--- src/rtl/multicycle_control_unit_pkg.sv ---
// ctrl_pkg: opcodes, FSM state encodings and datapath select codes shared by
// the multi-cycle control unit and its helpers.
package ctrl_pkg;
    localparam logic [6:0] OP_R    = 7'b0110011;
    localparam logic [6:0] OP_LD   = 7'b0000011;
    localparam logic [6:0] OP_SD   = 7'b0100011;
    localparam logic [6:0] OP_BEQ  = 7'b1100011;
    localparam logic [6:0] OP_ADDI = 7'b0010011;
    localparam logic [6:0] OP_JAL  = 7'b1101111;
    localparam logic [6:0] OP_LUI  = 7'b0110111;

    typedef enum logic [3:0] {
        S_IDLE   = 4'd0,
        S_FETCH  = 4'd1,
        S_DECODE = 4'd2,
        S_MEMADR = 4'd3,
        S_MEMRD  = 4'd4,
        S_MEMWB  = 4'd5,
        S_MEMWR  = 4'd6,
        S_EXEC   = 4'd7,
        S_ALUWB  = 4'd8,
        S_BRANCH = 4'd9,
        S_JAL    = 4'd10,
        S_LUI    = 4'd11,
        S_FAULT  = 4'd15
    } state_t;

    localparam logic [1:0] ALU_ADD   = 2'b00;
    localparam logic [1:0] ALU_SUB   = 2'b01;
    localparam logic [1:0] ALU_FUNCT = 2'b10;

    localparam logic [1:0] M2R_ALUOUT = 2'b00;
    localparam logic [1:0] M2R_MDR    = 2'b01;
    localparam logic [1:0] M2R_PC     = 2'b10;

    localparam logic [1:0] SRC_A_PC   = 2'b00;
    localparam logic [1:0] SRC_A_RS1  = 2'b01;
    localparam logic [1:0] SRC_A_ZERO = 2'b10;

    localparam logic [1:0] SRC_B_RS2  = 2'b00;
    localparam logic [1:0] SRC_B_FOUR = 2'b01;
    localparam logic [1:0] SRC_B_IMM  = 2'b10;

    localparam logic [1:0] PCS_ALU    = 2'b00;
    localparam logic [1:0] PCS_ALUOUT = 2'b01;
    localparam logic [1:0] PCS_JAL    = 2'b10;
endpackage

--- src/rtl/multicycle_control_unit_mem_wait_timer.sv ---
// mem_wait_timer: counts consecutive stalled cycles in a memory wait state and
// flags the cycle on which the stall budget is used up.
module mem_wait_timer #(
    parameter int TIMEOUT_CYCLES = 16
) (
    input  logic clk,
    input  logic rst_n,
    input  logic waiting,
    input  logic mem_ready,
    output logic timeout
);
    localparam int CW = $clog2(TIMEOUT_CYCLES + 2);
    localparam logic [CW-1:0] LIM = CW'(TIMEOUT_CYCLES > 0 ? TIMEOUT_CYCLES - 1 : 0);

    logic [CW-1:0] cnt_q, cnt_d;
    logic          stall;

    assign stall = waiting && !mem_ready;

    // cnt_q holds the stalls already completed, so the current stall is the last allowed one at LIM
    always_comb begin
        cnt_d   = stall ? (cnt_q == LIM ? cnt_q : cnt_q + CW'(1)) : '0;
        timeout = (TIMEOUT_CYCLES != 0) && stall && (cnt_q == LIM);
    end

    always_ff @(posedge clk or negedge rst_n) begin
        if (!rst_n) cnt_q <= '0;
        else        cnt_q <= cnt_d;
    end
endmodule

--- src/rtl/multicycle_control_unit.sv ---
// multicycle_control_unit: Moore FSM sequencing fetch/decode/execute/memory/
// write-back for the shared-ALU, shared-memory RISC-V datapath.
module multicycle_control_unit
    import ctrl_pkg::*;
#(
    parameter int TIMEOUT_CYCLES = 16,
    parameter int SUPPORT_JAL    = 1,
    parameter int SUPPORT_LUI    = 1
) (
    input  logic       clk,
    input  logic       rst_n,
    input  logic [6:0] opcode,
    input  logic       zero,
    input  logic       mem_ready,
    output logic       pc_write,
    output logic       ir_write,
    output logic       i_or_d,
    output logic       mem_read,
    output logic       mem_write,
    output logic [1:0] mem_to_reg,
    output logic       reg_write,
    output logic [1:0] alu_src_a,
    output logic [1:0] alu_src_b,
    output logic [1:0] alu_op,
    output logic [1:0] pc_source,
    output logic       branch,
    output logic       illegal,
    output logic       instr_done,
    output logic [3:0] state_dbg
);
    state_t     state_q, state_d;
    logic [6:0] op_q, op_d;
    logic       waiting, timeout;

    assign waiting   = (state_q == S_FETCH) || (state_q == S_MEMRD) || (state_q == S_MEMWR);
    assign state_dbg = state_q;

    mem_wait_timer #(.TIMEOUT_CYCLES(TIMEOUT_CYCLES)) u_timer (
        .clk       (clk),
        .rst_n     (rst_n),
        .waiting   (waiting),
        .mem_ready (mem_ready),
        .timeout   (timeout)
    );

    always_ff @(posedge clk or negedge rst_n) begin
        if (!rst_n) begin
            state_q <= S_IDLE;
            op_q    <= '0;
        end else begin
            state_q <= state_d;
            op_q    <= op_d;
        end
    end

    always_comb begin
        op_d    = (state_q == S_DECODE) ? opcode : op_q;
        state_d = state_q;
        case (state_q)
            S_IDLE:   state_d = S_FETCH;
            S_FETCH:  state_d = mem_ready ? S_DECODE : (timeout ? S_FAULT : S_FETCH);
            S_DECODE: begin
                case (opcode)
                    OP_LD, OP_SD:   state_d = S_MEMADR;
                    OP_R, OP_ADDI:  state_d = S_EXEC;
                    OP_BEQ:         state_d = S_BRANCH;
                    OP_JAL:         state_d = (SUPPORT_JAL != 0) ? S_JAL : S_FAULT;
                    OP_LUI:         state_d = (SUPPORT_LUI != 0) ? S_LUI : S_FAULT;
                    default:        state_d = S_FAULT;
                endcase
            end
            S_MEMADR: state_d = (op_q == OP_LD) ? S_MEMRD : S_MEMWR;
            S_MEMRD:  state_d = mem_ready ? S_MEMWB : (timeout ? S_FAULT : S_MEMRD);
            S_MEMWR:  state_d = mem_ready ? S_FETCH : (timeout ? S_FAULT : S_MEMWR);
            S_EXEC:   state_d = S_ALUWB;
            S_LUI:    state_d = S_ALUWB;
            S_MEMWB, S_ALUWB, S_BRANCH, S_JAL: state_d = S_FETCH;
            S_FAULT:  state_d = S_FAULT;
            default:  state_d = S_FAULT;
        endcase
    end

    always_comb begin
        pc_write   = 1'b0;
        ir_write   = 1'b0;
        i_or_d     = 1'b0;
        mem_read   = 1'b0;
        mem_write  = 1'b0;
        mem_to_reg = M2R_ALUOUT;
        reg_write  = 1'b0;
        alu_src_a  = SRC_A_PC;
        alu_src_b  = SRC_B_RS2;
        alu_op     = ALU_ADD;
        pc_source  = PCS_ALU;
        branch     = 1'b0;
        illegal    = 1'b0;
        instr_done = 1'b0;
        case (state_q)
            S_FETCH: begin
                mem_read  = 1'b1;
                alu_src_b = SRC_B_FOUR;
                ir_write  = mem_ready;
                pc_write  = mem_ready;
            end
            S_DECODE: alu_src_b = SRC_B_IMM;
            S_MEMADR: begin
                alu_src_a = SRC_A_RS1;
                alu_src_b = SRC_B_IMM;
            end
            S_MEMRD: begin
                mem_read = 1'b1;
                i_or_d   = 1'b1;
            end
            S_MEMWB: begin
                reg_write  = 1'b1;
                mem_to_reg = M2R_MDR;
                instr_done = 1'b1;
            end
            S_MEMWR: begin
                mem_write  = 1'b1;
                i_or_d     = 1'b1;
                instr_done = mem_ready;
            end
            S_EXEC: begin
                alu_src_a = SRC_A_RS1;
                alu_src_b = (op_q == OP_ADDI) ? SRC_B_IMM : SRC_B_RS2;
                alu_op    = (op_q == OP_ADDI) ? ALU_ADD : ALU_FUNCT;
            end
            S_ALUWB: begin
                reg_write  = 1'b1;
                instr_done = 1'b1;
            end
            S_BRANCH: begin
                alu_src_a  = SRC_A_RS1;
                alu_op     = ALU_SUB;
                branch     = 1'b1;
                pc_source  = PCS_ALUOUT;
                pc_write   = zero;
                instr_done = 1'b1;
            end
            S_JAL: begin
                pc_write   = 1'b1;
                pc_source  = PCS_JAL;
                reg_write  = 1'b1;
                mem_to_reg = M2R_PC;
                instr_done = 1'b1;
            end
            S_LUI: begin
                alu_src_a = SRC_A_ZERO;
                alu_src_b = SRC_B_IMM;
            end
            S_FAULT: illegal = 1'b1;
            default: ;
        endcase
    end
endmodule

--- config.mk ---
export PLATFORM = sky130hd
export DESIGN_NAME = multicycle_control_unit
export DESIGN_NICKNAME = d
export VERILOG_FILES = /design/src/rtl/multicycle_control_unit_pkg.sv /design/src/rtl/multicycle_control_unit_mem_wait_timer.sv /design/src/rtl/multicycle_control_unit.sv
export SDC_FILE = /design/constraint.sdc
export NUM_CORES = 1
export LEC_CHECK = 0
export ABC_AREA = 1
export CAP_MARGIN = 40
export CORE_MARGIN = 1.5
export CORE_UTILIZATION = 44
export CTS_CLUSTER_DIAMETER = 80
export CTS_CLUSTER_SIZE = 40
export DETAILED_ROUTE_END_ITERATION = 10
export PLACE_DENSITY = 0.75
export SLEW_MARGIN = 40
export SYNTH_ARGS = -nofsm -noshare
export SYNTH_HDL_FRONTEND = slang
export SYNTH_HIERARCHICAL = 1
export SYNTH_SLANG_ARGS = --single-unit
--- constraint.sdc ---
create_clock -name clk -period 2 [get_ports clk]
set_input_delay 0.5 -clock clk [delete_from_list [all_inputs] [get_ports clk]]
set_output_delay 0.5 -clock clk [all_outputs]
set_load 0.1 [all_outputs]
==> flow_metrics.tcl <==
set metrics [dict create \
    maxCapViolations 0 \
    core-area_um2 2500 \
    period_minus_slack_ns 2.19 \
    syn2layout_area_growth_pct 88.4 \
    portBuffers 33 \
    placed_cell_area_um2 1950 \
    vias 1501 \
    met3_usage 0.0410 \
    ctsHtreeMaxLevel 1 \
    dieArea_um2 2990 \
    hold_viol 0 \
    hpwl_um 2600 \
    pin_count 34 \
    slew_violations 0 \
    ff_latch_area_um2 415 \
    arrival_ns 1.69 \
    drt-pass1-iter-count 5 \
    multi_input_area_um2 808 \
    dieWidth_um 54.6 \
    skew_ns 0.00438 \
    initial_core_util 0.469 \
    hp-class "reg -> reg" \
    setup_viol 19 \
    ys_ff_latch 16 \
    tritoncts "done" \
    fmax_mhz 456 \
    status "finished, violations left" \
    crit_fanout 5 \
    startpoint_type "flip-flop" \
    grt_max_degree 17 \
    grt_pass1_vias 1345 \
    antenna_found_initial 0 \
    grt.busiest_layer "met2" \
    drc 0 \
    synth_area_um2 1170 \
    power.share.combinational 0.085 \
    power.density_nw_per_um2 266 \
    p_leak_nw 1.04 \
    post-route-period-util 1.10 \
    syn-num-nets 198 \
    p_int_mw 0.458 \
    cp-end-kind "primary output" \
    tightest_slew_ns 0.352 \
    grt_use_met2 0.540 \
    wl_per_cell_um 17.0 \
    num_rows 18 \
    fillers 118 \
    drt_wl_total_um 4650 \
    power_frac_seq 0.550 \
    rsz0062_at_grt "true" \
    antenna_cells 0 \
    relSlewSlack 0.765 \
    p_sw_mw 0.130 \
    vias_per_cell 5.50 \
    postRouteAntennaNets 0 \
    nNetsFinal 257 \
    use_met1 0.295 \
    holdBufCountCts 0 \
    final_area_um2 2210 \
    synthDistinctLibCells 23 \
    ctsRootBufferMaster "clkbuf_4" \
    syn_area_per_cell_um2 6.34 \
    cp.required_ns 1.50 \
    peakVddDrop_mv 0.449 \
    grt_use_total 0.280 \
    cts_buffer_depth 2 \
    clock-sinks 16 \
    die_h_um 54.6 \
    grt_pass1_wl_um 5890 \
    p_sw_frac 0.220 \
    synth_cells 185 \
    crit_type "reg -> out" \
    place.gp.congestion 0.914 \
    drive_gt1_frac 0.465 \
    finalWorstSetupSlack_ns -0.195 \
    cts_buffers 3 \
    place_ws_ns -0.0996 \
    violations "setup timing" \
    clk_pin_slew_worst_paths_ns 0.09 \
    grt.overflow.total 0 \
    clk-insertion-delay-late_ns 0.29 \
    power_frac_clock 0.365 \
    yosys_warnings 6 \
    drt_iter0_drc 68 \
    yosysSeqAreaShare 0.341 \
]
[synth_stat cells, drive strengths merged]
master | number | area, µm²
nand2 | 63 | 239
nor2 | 37 | 180
inv | 33 | 126
dfrtp | 16 | 400
o21ai | 8 | 40.0
nand3 | 7 | 35.0
a21oi | 5 | 25.0
buf | 4 | 33.8
nor3 | 4 | 20.0
ha | 2 | 25.0
nand3b | 2 | 15.0
a22oi | 1 | 7.51
and3 | 1 | 6.26
nand4 | 1 | 12.5
o21bai | 1 | 7.51
[per-stage QoR]
stage | utilization | cells | power (mW) | TNS [ns] | hold WS (ns)
2_1_floorplan | - | 185 | 0.342 | -7.15 | 0.204
3_3_place_gp | 0.780 | 256 | 0.376 | 0 | 0.457
3_5_place_dp | 0.780 | 256 | 0.377 | -0.207 | 0.459
4_1_cts | 0.832 | 267 | 0.587 | -0.755 | 0.481
5_1_grt | 0.884 | 273 | 0.612 | -2.67 | 0.513
6_report | 0.884 | 273 | 0.588 | -1.68 | 0.476
[power by group through the flow]
stage	Sequential (mW)	Combinational [mW]	Clock (mW)
2_1_floorplan	0.330	0.0120	0
3_3_place_gp	0.330	0.0459	0
3_5_place_dp	0.330	0.0476	0
4_1_cts	0.323	0.0482	0.216
5_1_grt	0.323	0.0562	0.233
6_report	0.323	0.0502	0.215
[per-layer routing]
metal | part of all wire | wire length, µm
met5 | 0 | 0
met4 | 0.068 | 314
met3 | 0.077 | 360
met2 | 0.52 | 2410
met1 | 0.34 | 1570
[final timing paths]
kind | startpoint | slack (ns) | cells past startpoint | endpoint
hold / removal | op_q[0] | 0.48 | 2 | op_q[0]
setup / recovery | state_dbg[1] | -0.19 | 6 | pc_write
setup reg to reg | state_dbg[1] | -0.13 | 15 | state_dbg[3]
hold reg to reg | op_q[0] | 0.48 | 2 | op_q[0]
min in group asynchronous | rst_n | 0.51 | 2 | op_q[1]
max in group asynchronous | rst_n | 1.29 | 2 | state_dbg[3]
[registers in the layout, indices dropped and copies added (netlist names)]
register / flops
op_q: 7
state_dbg: 4
u_timer/cnt_q: 5
[cell families after synthesis]
kind of cell,Yosys count,share of synthesized area
adders and majority gates,2,0.0213
buffers and inverters,37,0.136
AOI/OAI and AO/OA,15,0.0682
and+or+nand+nor,115,0.433
DFF,16,0.341
[repair_timing]
action                     4_1_cts  5_1_grt
setup endpoints to repair       17       23
buffers inserted                 7        6
pin swaps                        5       14
gates resized for setup         12       28
[cell type report]
cell class                      count  share of cell area
Clock buffer                        4              0.0164
Sequential cell                    16               0.188
Multi-Input combinational cell    132               0.366
Inverter                           33              0.0645
Timing Repair Buffer               58               0.349
Tap cell                           30              0.0170
[critical path, cell delays in order, from the launching register on]
cell,delay (ns)
dfrtp_4,0.53
nor2_4,0.21
inv_2,0.07
nor2_4,0.12
nand2_2,0.09
nand3b_1,0.17
buf_12,0.20
[placed cells by master, fill, tap and decap left out, types with 3 or more instances in the layout]
master,instances
inv_4,3
a21oi_1,4
inv_2,11
nor3_1,3
nor2_1,22
nand2_1,50
nor2_4,12
o21ai_0,3
dfrtp_4,4
nand3_2,4
buf_6,6
nand3_1,3
nand2_2,10
inv_1,16
o21ai_1,3
buf_12,23
buf_4,19
clkbuf_4,3
clkdlybuf4s50_1,10
clkinvlp_4,3
dfrtp_1,12
Note: power is estimated with default switching activity, not from simulation.
